$ cat src/rtl/ysyx_22040365_ifu_pkg.sv
// Shared IFU definitions: FSM state encodings, instruction width, boot PC and NOP encoding.
package ysyx_22040365_ifu_pkg;

    typedef enum logic [1:0] {
        S_REQ  = 2'd0,
        S_WAIT = 2'd1,
        S_OUT  = 2'd2
    } ifu_state_e;

    localparam int          INST_W       = 32;
    localparam logic [63:0] RESET_PC_DEF = 64'h8000_0000;
    localparam logic [31:0] NOP_INST     = 32'h0000_0013;

endpackage

$ cat src/rtl/ysyx_22040365_pc_reg.sv
// Fetch PC register: boot value on reset, redirect load has priority over the +4 advance.
module ysyx_22040365_pc_reg #(
    parameter int                ADDR_W   = 64,
    parameter logic [ADDR_W-1:0] RESET_PC = 64'h8000_0000
) (
    input  logic              clk,
    input  logic              rst,
    input  logic              load,
    input  logic [ADDR_W-1:0] load_pc,
    input  logic              advance,
    output logic [ADDR_W-1:0] pc
);

    always_ff @(posedge clk or negedge rst) begin
        if (!rst) begin
            pc <= RESET_PC;
        end else if (load) begin
            pc <= load_pc;
        end else if (advance) begin
            pc <= pc + ADDR_W'(4);
        end
    end

endmodule

$ cat src/rtl/ysyx_22040365_ifu.sv
// Instruction fetch unit: one outstanding imem request, output buffer towards decode.
// Optional macro YSYX_22040365_IFU_MISALIGN_CHECK_EN turns misaligned redirects into a flagged NOP.
module ysyx_22040365_ifu
    import ysyx_22040365_ifu_pkg::*;
#(
    parameter int                ADDR_W   = 64,
    parameter logic [ADDR_W-1:0] RESET_PC = 64'h8000_0000
) (
    input  logic              clk,
    input  logic              rst,
    input  logic              redirect_valid,
    input  logic [ADDR_W-1:0] redirect_pc,
    output logic              imem_req_valid,
    input  logic              imem_req_ready,
    output logic [ADDR_W-1:0] imem_req_addr,
    input  logic              imem_rsp_valid,
    input  logic [INST_W-1:0] imem_rsp_data,
    output logic              inst_valid,
    input  logic              inst_ready,
    output logic [INST_W-1:0] inst,
    output logic [ADDR_W-1:0] inst_pc,
    output logic              inst_err
);

    ifu_state_e        state, state_next;
    logic              kill, kill_next;
    logic              inst_valid_next;
    logic [INST_W-1:0] inst_next;
    logic [ADDR_W-1:0] inst_pc_next;
    logic              inst_err_next;
    logic              pc_advance;
    logic [ADDR_W-1:0] pc;
    logic              misalign;

`ifdef YSYX_22040365_IFU_MISALIGN_CHECK_EN
    assign misalign = redirect_valid & (redirect_pc[1:0] != 2'b00);
`else
    assign misalign = 1'b0;
`endif

    ysyx_22040365_pc_reg #(
        .ADDR_W   (ADDR_W),
        .RESET_PC (RESET_PC)
    ) u_pc_reg (
        .clk     (clk),
        .rst     (rst),
        .load    (redirect_valid),
        .load_pc (redirect_pc),
        .advance (pc_advance),
        .pc      (pc)
    );

    assign imem_req_addr = pc;

    always_comb begin
        state_next      = state;
        kill_next       = kill;
        inst_valid_next = inst_valid;
        inst_next       = inst;
        inst_pc_next    = inst_pc;
        inst_err_next   = inst_err;
        pc_advance      = 1'b0;
        imem_req_valid  = 1'b0;
        case (state)
            S_REQ: begin
                // kill can only be pending here after a misaligned redirect left a request in flight
                imem_req_valid = ~redirect_valid & ~kill;
                if (!redirect_valid && !kill && imem_req_ready) begin
                    state_next = S_WAIT;
                end
                if (imem_rsp_valid) begin
                    kill_next = 1'b0;
                end
            end
            S_WAIT: begin
                if (redirect_valid) begin
                    kill_next  = ~imem_rsp_valid;
                    state_next = imem_rsp_valid ? S_REQ : S_WAIT;
                end else if (imem_rsp_valid) begin
                    kill_next = 1'b0;
                    if (kill) begin
                        state_next = S_REQ;
                    end else begin
                        inst_valid_next = 1'b1;
                        inst_next       = imem_rsp_data;
                        inst_pc_next    = pc;
                        inst_err_next   = 1'b0;
                        state_next      = S_OUT;
                    end
                end
            end
            S_OUT: begin
                if (imem_rsp_valid) begin
                    kill_next = 1'b0;
                end
                if (redirect_valid) begin
                    inst_valid_next = 1'b0;
                    state_next      = S_REQ;
                end else if (inst_ready) begin
                    inst_valid_next = 1'b0;
                    pc_advance      = 1'b1;
                    state_next      = S_REQ;
                end
            end
            default: begin
                state_next = S_REQ;
            end
        endcase
        if (misalign) begin
            state_next      = S_OUT;
            inst_valid_next = 1'b1;
            inst_next       = NOP_INST;
            inst_pc_next    = redirect_pc;
            inst_err_next   = 1'b1;
        end
    end

    always_ff @(posedge clk or negedge rst) begin
        if (!rst) begin
            state      <= S_REQ;
            kill       <= 1'b0;
            inst_valid <= 1'b0;
            inst       <= '0;
            inst_pc    <= RESET_PC;
            inst_err   <= 1'b0;
        end else begin
            state      <= state_next;
            kill       <= kill_next;
            inst_valid <= inst_valid_next;
            inst       <= inst_next;
            inst_pc    <= inst_pc_next;
            inst_err   <= inst_err_next;
        end
    end

endmodule
$ cat config.mk
export PLATFORM = sky130hd
export DESIGN_NAME = ysyx_22040365_ifu
export DESIGN_NICKNAME = d
export VERILOG_FILES = /design/src/rtl/ysyx_22040365_ifu_pkg.sv /design/src/rtl/ysyx_22040365_pc_reg.sv /design/src/rtl/ysyx_22040365_ifu.sv
export SDC_FILE = /design/constraint.sdc
export NUM_CORES = 1
export LEC_CHECK = 0
export CAP_MARGIN = 20
export CELL_PAD_IN_SITES_DETAIL_PLACEMENT = 0
export CELL_PAD_IN_SITES_GLOBAL_PLACEMENT = 2
export CORE_MARGIN = 4
export CORE_UTILIZATION = 26
export DETAILED_ROUTE_END_ITERATION = 16
export GPL_ROUTABILITY_DRIVEN = 0
export MAX_ROUTING_LAYER = met4
export PLACE_DENSITY = 0.79
export SLEW_MARGIN = 5
export SYNTH_ARGS = -nofsm -noshare
export SYNTH_HDL_FRONTEND = slang
export SYNTH_SLANG_ARGS = --single-unit
$ cat constraint.sdc
create_clock -name clk -period 2.5 [get_ports clk]
set_input_delay 0.5 -clock clk [delete_from_list [all_inputs] [get_ports clk]]
set_output_delay 0.5 -clock clk [all_outputs]
set_load 0.1 [all_outputs]
==> results by group, run 1 <==
CTS
  • CTS Buf Count: 17
  • Clk buf depth: 2
  • Skew-Pair Late Insertion Delay: 0.42 ns
  • Clock Sinks: 164
  • H-Tree Depth: 4
  • CTS tree: yes
  • Clock edge transition at the registers on the reported setup and hold paths: 0.07 ns
  • Clock root buffer: clkbuf_16

Worst setup path
  • CP delay by family, top: simple AND/OR/NAND/NOR gates
  • Worst Setup SP: u_pc_reg.pc[31]$_DFFE_PN1N_
  • WP buf/inv: 0
  • Crit-path cells: nand4_1 > nor3_1 > nand2_1 > or4_1 > a31oi_1
  • Critical path endpoint category: flip-flop
  • Crit Path Max Fanout: 6
  • Worst R2R Start: u_pc_reg.pc[31]$_DFFE_PN1N_
  • CP max stage cell: dfstp_2
  • Worst Path Arrival: 2.59 ns
  • Crit start category: flip-flop
  • Worst path max stage delay: 0.61 ns
  • Setup CP Type: reg -> reg
  • Flop-to-flop setup slack: 0.25 ns
  • CP required: 2.85 ns

Placement
  • Post-DP HPWL: 19900 um
  • Inst Count DP: 1516
  • Port Buffer Count: 263
  • Placed cell areas: 0.0107 mm2
  • Place WS: -0.138 ns

Pwr
  • Leakage power: 5.13 nW
  • P per Cell Area: 1360 mW/mm2
  • Maximum VDD drop: 0.946 mV

Job
  • # Max-Cap Violations: 0

Logic synthesis
  • Mapped Avg Cell Area: 8.75 um2
  • Syn nets: 987
  • Mapped Cells: 884
  • Number of synthesized flops with an enable pin: 0
  • #FFs+latches synth: 164
  • Async set-reset flop share out of synthesis: 100%
  • Post-synth top area cell: dfrtp_1
  • Synth unique cells: 50
  • Area contributors post-synth: dfrtp_1 (52%), nand2_1 (16%), o21ai_0 (3.8%), nand4_1 (3.2%), xor2_1 (2.7%)
  • Seq/Total Area, Yosys: 53.1%
  • Syn Std Cell Area: 0.00774 mm2
  • Synth Warn #: 0
  • Top cell type's share of synthesized area: 52.4%
  • Top FF cell, synth: dfrtp_1

Final layout
  • Nets: 1255
  • Commonest non-fill, non-tap cells in the layout: nand2_1 (338), buf_4 (190), dfrtp_1 (125)
  • Fin util: 38.7%
  • Share of layout cells above drive strength 1: 24.6%
  • Syn-to-layout area delta: 45.1%
  • Commonest non-fill, non-tap cell in the layout: nand2_1
  • Post-route cell area: 0.0112 mm2
  • Cell Count, Final, Fillers Out: 1553
  • Fill cells: 3030

Timing
  • Rel. slew slack: 55.7%
  • Hold Slack: 0.464 ns
  • RSZ-0062 raised after global routing: no
  • Final setup fails: 0
  • Clock Skew: 0.0113 ns
  • Fin crit period: 2.25 ns
  • Fmax: 0.445 GHz
  • Final hold vios: 0
  • Slew @ Worst Pin: 0.665 ns
  • Final worst slack: 0.255 ns
  • Tcrit/Tclk final: 89.8%
  • Max-slew violations: 0

Global route
  • First-pass GRT wire length: 43900 um
  • Grt total ovfl: 0
  • GRT Util Overall: 17.2%
  • Vias in the first global route: 7406
  • Initial antenna violation count: 4
  • Largest net degree at the start of global routing: 65

Floorplanning
  • Die footprint: 0.0326 mm2
  • Starting density of the core: 26.7%
  • Die W: 181 um
  • IO Count: 265
  • Core Area: 0.0290 mm2
  • # rows: 62
  • Die Y: 181 um

Drt
  • Drt first pass iters: 5
  • Vias after detailed routing: 7235
  • Antenna Nets Post-Route: 0
  • Drt drc: 0
  • Initial DRC Count: 372
  • WL final: 27200 um
  • Drt wl/cell: 17.5 um
  • Via density: 4.66

Min path
  • Hold Crit Class: reg -> reg
  • Hold path start: inst_pc[31]$_DFFE_PN1P_

Outcome
  • Run status: completed
==> stage by stage <==
stage	power, mW	TNS, ns
2_1_floorplan	10.8	-0.0199
3_3_place_gp	12.9	-0.481
3_5_place_dp	12.9	-0.779
4_1_cts	15.5	0
5_1_grt	16.0	0
6_report	15.3	0
==> cell type report <==
class	instances	area [um2]	area share, %
Antenna cell	4	10.0	0.0892
Clock buffer	18	429	3.82
Clock inverter	14	121	1.08
Inverter	11	41.3	0.368
Multi-Input combinational cell	661	3430	30.6
Sequential cell	164	4150	37.0
Tap cell	384	480	4.28
Timing Repair Buffer	297	2560	22.8
==> cells in the mapped netlist, drive strengths merged (2+ instances only) <==
| cell | n |
|---|---|
| nor4 | 13 |
| and2 | 5 |
| xor2 | 24 |
| o211ai | 2 |
| or3 | 8 |
| mux2 | 5 |
| o21ai | 58 |
| nand2 | 338 |
| xnor2 | 14 |
| or4 | 7 |
| nand4b | 7 |
| dfrtp | 162 |
| a21oi | 3 |
| clkbuf | 35 |
| nand4 | 41 |
| dfstp | 2 |
| a31oi | 19 |
| and3 | 15 |
| nand3 | 22 |
| and4 | 5 |
| mux2i | 3 |
| nor2b | 4 |
| nor3 | 13 |
| buf | 13 |
| nand2b | 3 |
| inv | 11 |
| nor2 | 32 |
| a221o | 2 |
| o31ai | 6 |
==> state kept, by name (all words and copies together), names as in the netlist <==
signal,flops
u_pc_reg.pc,64
inst_pc,64
kill,1
inst_valid,1
state,2
inst,32
==> kinds of logic (layout without fill, tap and decap cells) <==
family / count (synthesis) / in the layout / share of synthesized area, %
compound gates: 95 / 95 / 7.05
xor+xnor: 38 / 38 / 4.30
fa+ha+maj: 1 / 1 / 0.162
buf+inv: 59 / 340 / 3.02
flops: 164 / 164 / 53.1
mux: 8 / 8 / 1.12
other cells: 1 / 5 / 0.0485
simple gates: 518 / 518 / 31.2
==> final timing paths <==
path                       cells after the start                          end
setup / recovery                               5  u_pc_reg.pc[61]$_DFFE_PN0N_
max in group asynchronous                      3   u_pc_reg.pc[7]$_DFFE_PN0N_
hold / removal                                 2      inst_pc[31]$_DFFE_PN1P_
min in group asynchronous                      2      inst_pc[32]$_DFFE_PN0P_
hold reg to reg                                2      inst_pc[31]$_DFFE_PN1P_
setup reg to reg                               5  u_pc_reg.pc[61]$_DFFE_PN0N_
==> per-layer routing <==
metal	GRT usage (%)	wire (um)	vias up
met5	-	0	-
met4	3.12	212	0
met3	4.46	1670	16
met2	26.2	12400	214
met1	23.5	13000	3471
li1	-	-	3534
==> what timing repair did <==
item	4_1_cts	5_1_grt
hold buffers	1	0
setup buffers	0	0
resized for setup	0	0
hold endpoints to repair	29	0
==> worst min-delay path: cells and delay by family, from the launching register on <==
family / cells / cell delay [ns]
DFF: 1 / 0.38
and+or+nand+nor: 2 / 0.09
==> power by group <==
group | total [mW] | leakage (nW) | switching [mW] | internal [mW]
logic | 8.72 | 2.90 | 7.13 | 1.59
clock network | 2.53 | 0.263 | 1.22 | 1.30
registers | 4.06 | 1.97 | 0.583 | 3.48
total | 15.3 | 5.13 | 8.94 | 6.37
(Power assumes the default switching activity.)
==> inputs of run 2 (changes only) <==
- CORE_UTILIZATION: 26 -> 28
- SYNTH_HIERARCHICAL: unset -> 1
==> results by group, run 2 <==
Drt
  • Antenna Nets Post-Route: 0
  • Highest metal used: met4
  • Vias after detailed routing: 6132
  • Initial DRC Count: 244
  • DR WL met3: 1500 um
  • WL final: 23800 um
  • Via density: 4.73
  • Drt drc: 0
  • M1 WL: 10700 um
  • Drt first pass iters: 4
  • Routed wl met2: 11300 um
  • Drt wl/cell: 18.3 um

Final layout
  • Post-route cell area: 0.0112 mm2
  • Syn-to-layout area delta: 48.6%
  • Commonest non-fill, non-tap cells in the layout: buf_4 (194), dfrtp_1 (121), clkdlybuf4s50_1 (99)
  • Cell Count, Final, Fillers Out: 1297
  • Share of layout cells above drive strength 1: 39.2%
  • Fill cells: 2544
  • Nets: 1051
  • Commonest non-fill, non-tap cell in the layout: buf_4
  • Regs by FF count: inst_pc x64, u_pc_reg/pc x64, inst x32

Floorplanning
  • Starting density of the core: 28.7%
  • Die W: 172 um
  • IO Count: 265
  • Core Area: 0.0263 mm2
  • Die Y: 172 um
  • Die footprint: 0.0296 mm2
  • # rows: 59

Pwr
  • P per Cell Area: 1480 mW/mm2
  • Internal power: 7.26 mW
  • Maximum VDD drop: 1.43 mV
  • Seq pwr share: 24.9%
  • Switch Pwr: 9.38 mW
  • Combinational power share: 57.4%
  • Clk pwr share: 17.6%
  • Leakage power: 4.68 nW
  • Switching Fraction: 56.4%

Outcome
  • Run status: completed

Logic synthesis
  • Synth unique cells: 47
  • Mapped Cells: 655
  • Post-synth top area cell: dfrtp_1
  • #FFs+latches synth: 164
  • Mapped Avg Cell Area: 11.5 um2
  • Syn nets: 758
  • Count leader, synth: dfrtp_1
  • Syn Std Cell Area: 0.00754 mm2
  • Top cells by count, synth: dfrtp_1 (162), mux2_2 (82), nand2_1 (74)
  • Seq/Total Area, Yosys: 54.4%
  • Area contributors post-synth: dfrtp_1 (54%), mux2_2 (12%), xor2_1 (3.7%), nand2_1 (3.7%), o21ai_0 (3.5%)
  • Top FF cell, synth: dfrtp_1
  • Top cell type's share of synthesized area: 53.7%
  • Number of synthesized flops with an enable pin: 0
  • Synth Warn #: 6
  • Async set-reset flop share out of synthesis: 100%

CTS
  • Clk buf depth: 2
  • Skew-Pair Late Insertion Delay: 0.43 ns
  • Cts hold-fix bufs: 0
  • H-Tree Depth: 4
  • CTS tree: yes
  • Clock Sinks: 164
  • Clock edge transition at the registers on the reported setup and hold paths: 0.07 ns
  • CTS Buf Count: 17
  • Clock root buffer: clkbuf_16

Worst setup path
  • Worst R2R Path Depth: 9
  • Worst R2R Start: state[0]$_DFFE_PN0P_
  • CP required: 2.85 ns
  • Critical path endpoint category: flip-flop
  • Crit start category: flip-flop
  • Worst Setup SP: state[0]$_DFFE_PN0P_
  • Flop-to-flop setup slack: 0.16 ns
  • Setup CP Type: reg -> reg
  • Worst R2R End: u_pc_reg/pc[59]$_DFFE_PN0N_
  • Worst Path Arrival: 2.68 ns
  • Crit Path Max Fanout: 3
  • Critical path destination: u_pc_reg/pc[59]$_DFFE_PN0N_

Job
  • # Max-Cap Violations: 0

Timing
  • Clock Skew: 0.0127 ns
  • Final setup fails: 0
  • Slew @ Worst Pin: 0.593 ns
  • Max-slew violations: 0
  • Fin crit period: 2.34 ns
  • Fmax: 0.428 GHz
  • Final hold vios: 0
  • RSZ-0062 raised after global routing: no
  • Tcrit/Tclk final: 93.5%
  • Setup TNS: 0 ns
  • Rel. slew slack: 60.3%

Global route
  • First-pass GRT wire length: 36400 um
  • Vias in the first global route: 6245
  • Largest net degree at the start of global routing: 110
  • Initial antenna violation count: 1
  • GRT Util Overall: 16.3%
  • Grt total ovfl: 0

Placement
  • Placed cell areas: 0.0105 mm2
  • Port Buffer Count: 263
  • Post-DP HPWL: 17500 um
  • Inst Count DP: 1262

Min path
  • Hold Crit Class: in -> async
==> run 2: cell types whose count changed in the layout (fill, tap and decap cells not counted), sizes merged, moves of 4 or more <==
cell	delta
o21ai	-6
bufinv	+4
xor2	+8
mux2	+95
and3	-12
nand4b	-6
nand2	-264
nand4	-4
buf	+6
a31oi	-9
==> run 2: power groups by stage <==
| stage | registers (mW) | clock network (mW) | logic, mW |
|---|---|---|---|
| CTS | 4.16 | 3.04 | 9.63 |
| global placement | 4.16 | 0 | 9.58 |
| finish | 4.15 | 2.94 | 9.55 |
| detailed placement | 4.20 | 0 | 9.62 |
| global route | 4.28 | 3.15 | 9.80 |
| floorplan | 10.6 | 0 | 0.965 |
==> run 2: area by class of cell <==
class,instances,area [um2],area share [%]
clock buffer,18,439,3.92
tap,335,419,3.74
multi-input combinational,454,3310,29.6
timing repair buffer,302,2630,23.4
antenna,1,2.50,0.0223
clock inverter,14,211,1.89
inverter,9,33.8,0.301
sequential,164,4160,37.1
==> run 2: per-layer routing <==
metal	vias to the layer above	global-route usage (%)
met5	-	-
met3	17	4.12
met2	174	25.2
li1	2956	-
met4	0	3.73
met1	2985	21.6
==> run 2: cells by family after synthesis <==
family          after synthesis  synth area share [%]
mux                         103                  15.3
other cells                   1                0.0497
fa+ha+maj                     1                 0.166
xor+xnor                     48                  5.57
compound gates               76                  5.69
simple gates                225                  16.5
buf+inv                      37                  2.26
flops                       164                  54.4
==> run 2: worst min path at each step <==
| stage | from | depth (start not counted) | slack [ns] | endpoint |
|---|---|---|---|---|
| after floorplan | rst | 0 | 0.20 | inst[0]$_DFFE_PN0P_ |
| after global placement | rst | 1 | 0.47 | inst_pc[37]$_DFFE_PN0P_ |
| after global routing | rst | 1 | 0.02 | inst_pc[36]$_DFFE_PN0P_ |
| final | rst | 1 | 0.01 | u_pc_reg/pc[37]$_DFFE_PN0N_ |
| after detailed placement | rst | 1 | 0.47 | inst_pc[37]$_DFFE_PN0P_ |
| after CTS | rst | 1 | 0.005 | u_pc_reg/pc[43]$_DFFE_PN0N_ |
==> run 2: timing repair <==
action	CTS	global route
pin swaps	0	2
endpoints found under the setup margin	1	12
resized for setup	1	3
setup buffers	0	1
==> run 2: critical path, stage by stage, from the launching register on <==
cell and delay (ns):
dfrtp_1 0.37, inv_1 0.10, nand2_1 0.09, nor3b_2 0.19, buf_4 0.15, nand4_1 0.09, or4_4 0.43, or3_1 0.37
or3_1 0.30, a31oi_1 0.17
==> run 2: through the flow <==
step	power [mW]	hold slack (ns)	util (%)	setup WS, ns
after floorplan	11.6	0.204	-	-0.00269
after global placement	13.7	0.471	39.9	-0.342
after detailed placement	13.8	0.466	39.9	-0.384
after CTS	16.8	0.00473	42.4	0.00835
after global routing	17.2	0.0210	42.6	0.00708
final	16.6	0.0107	42.6	0.162
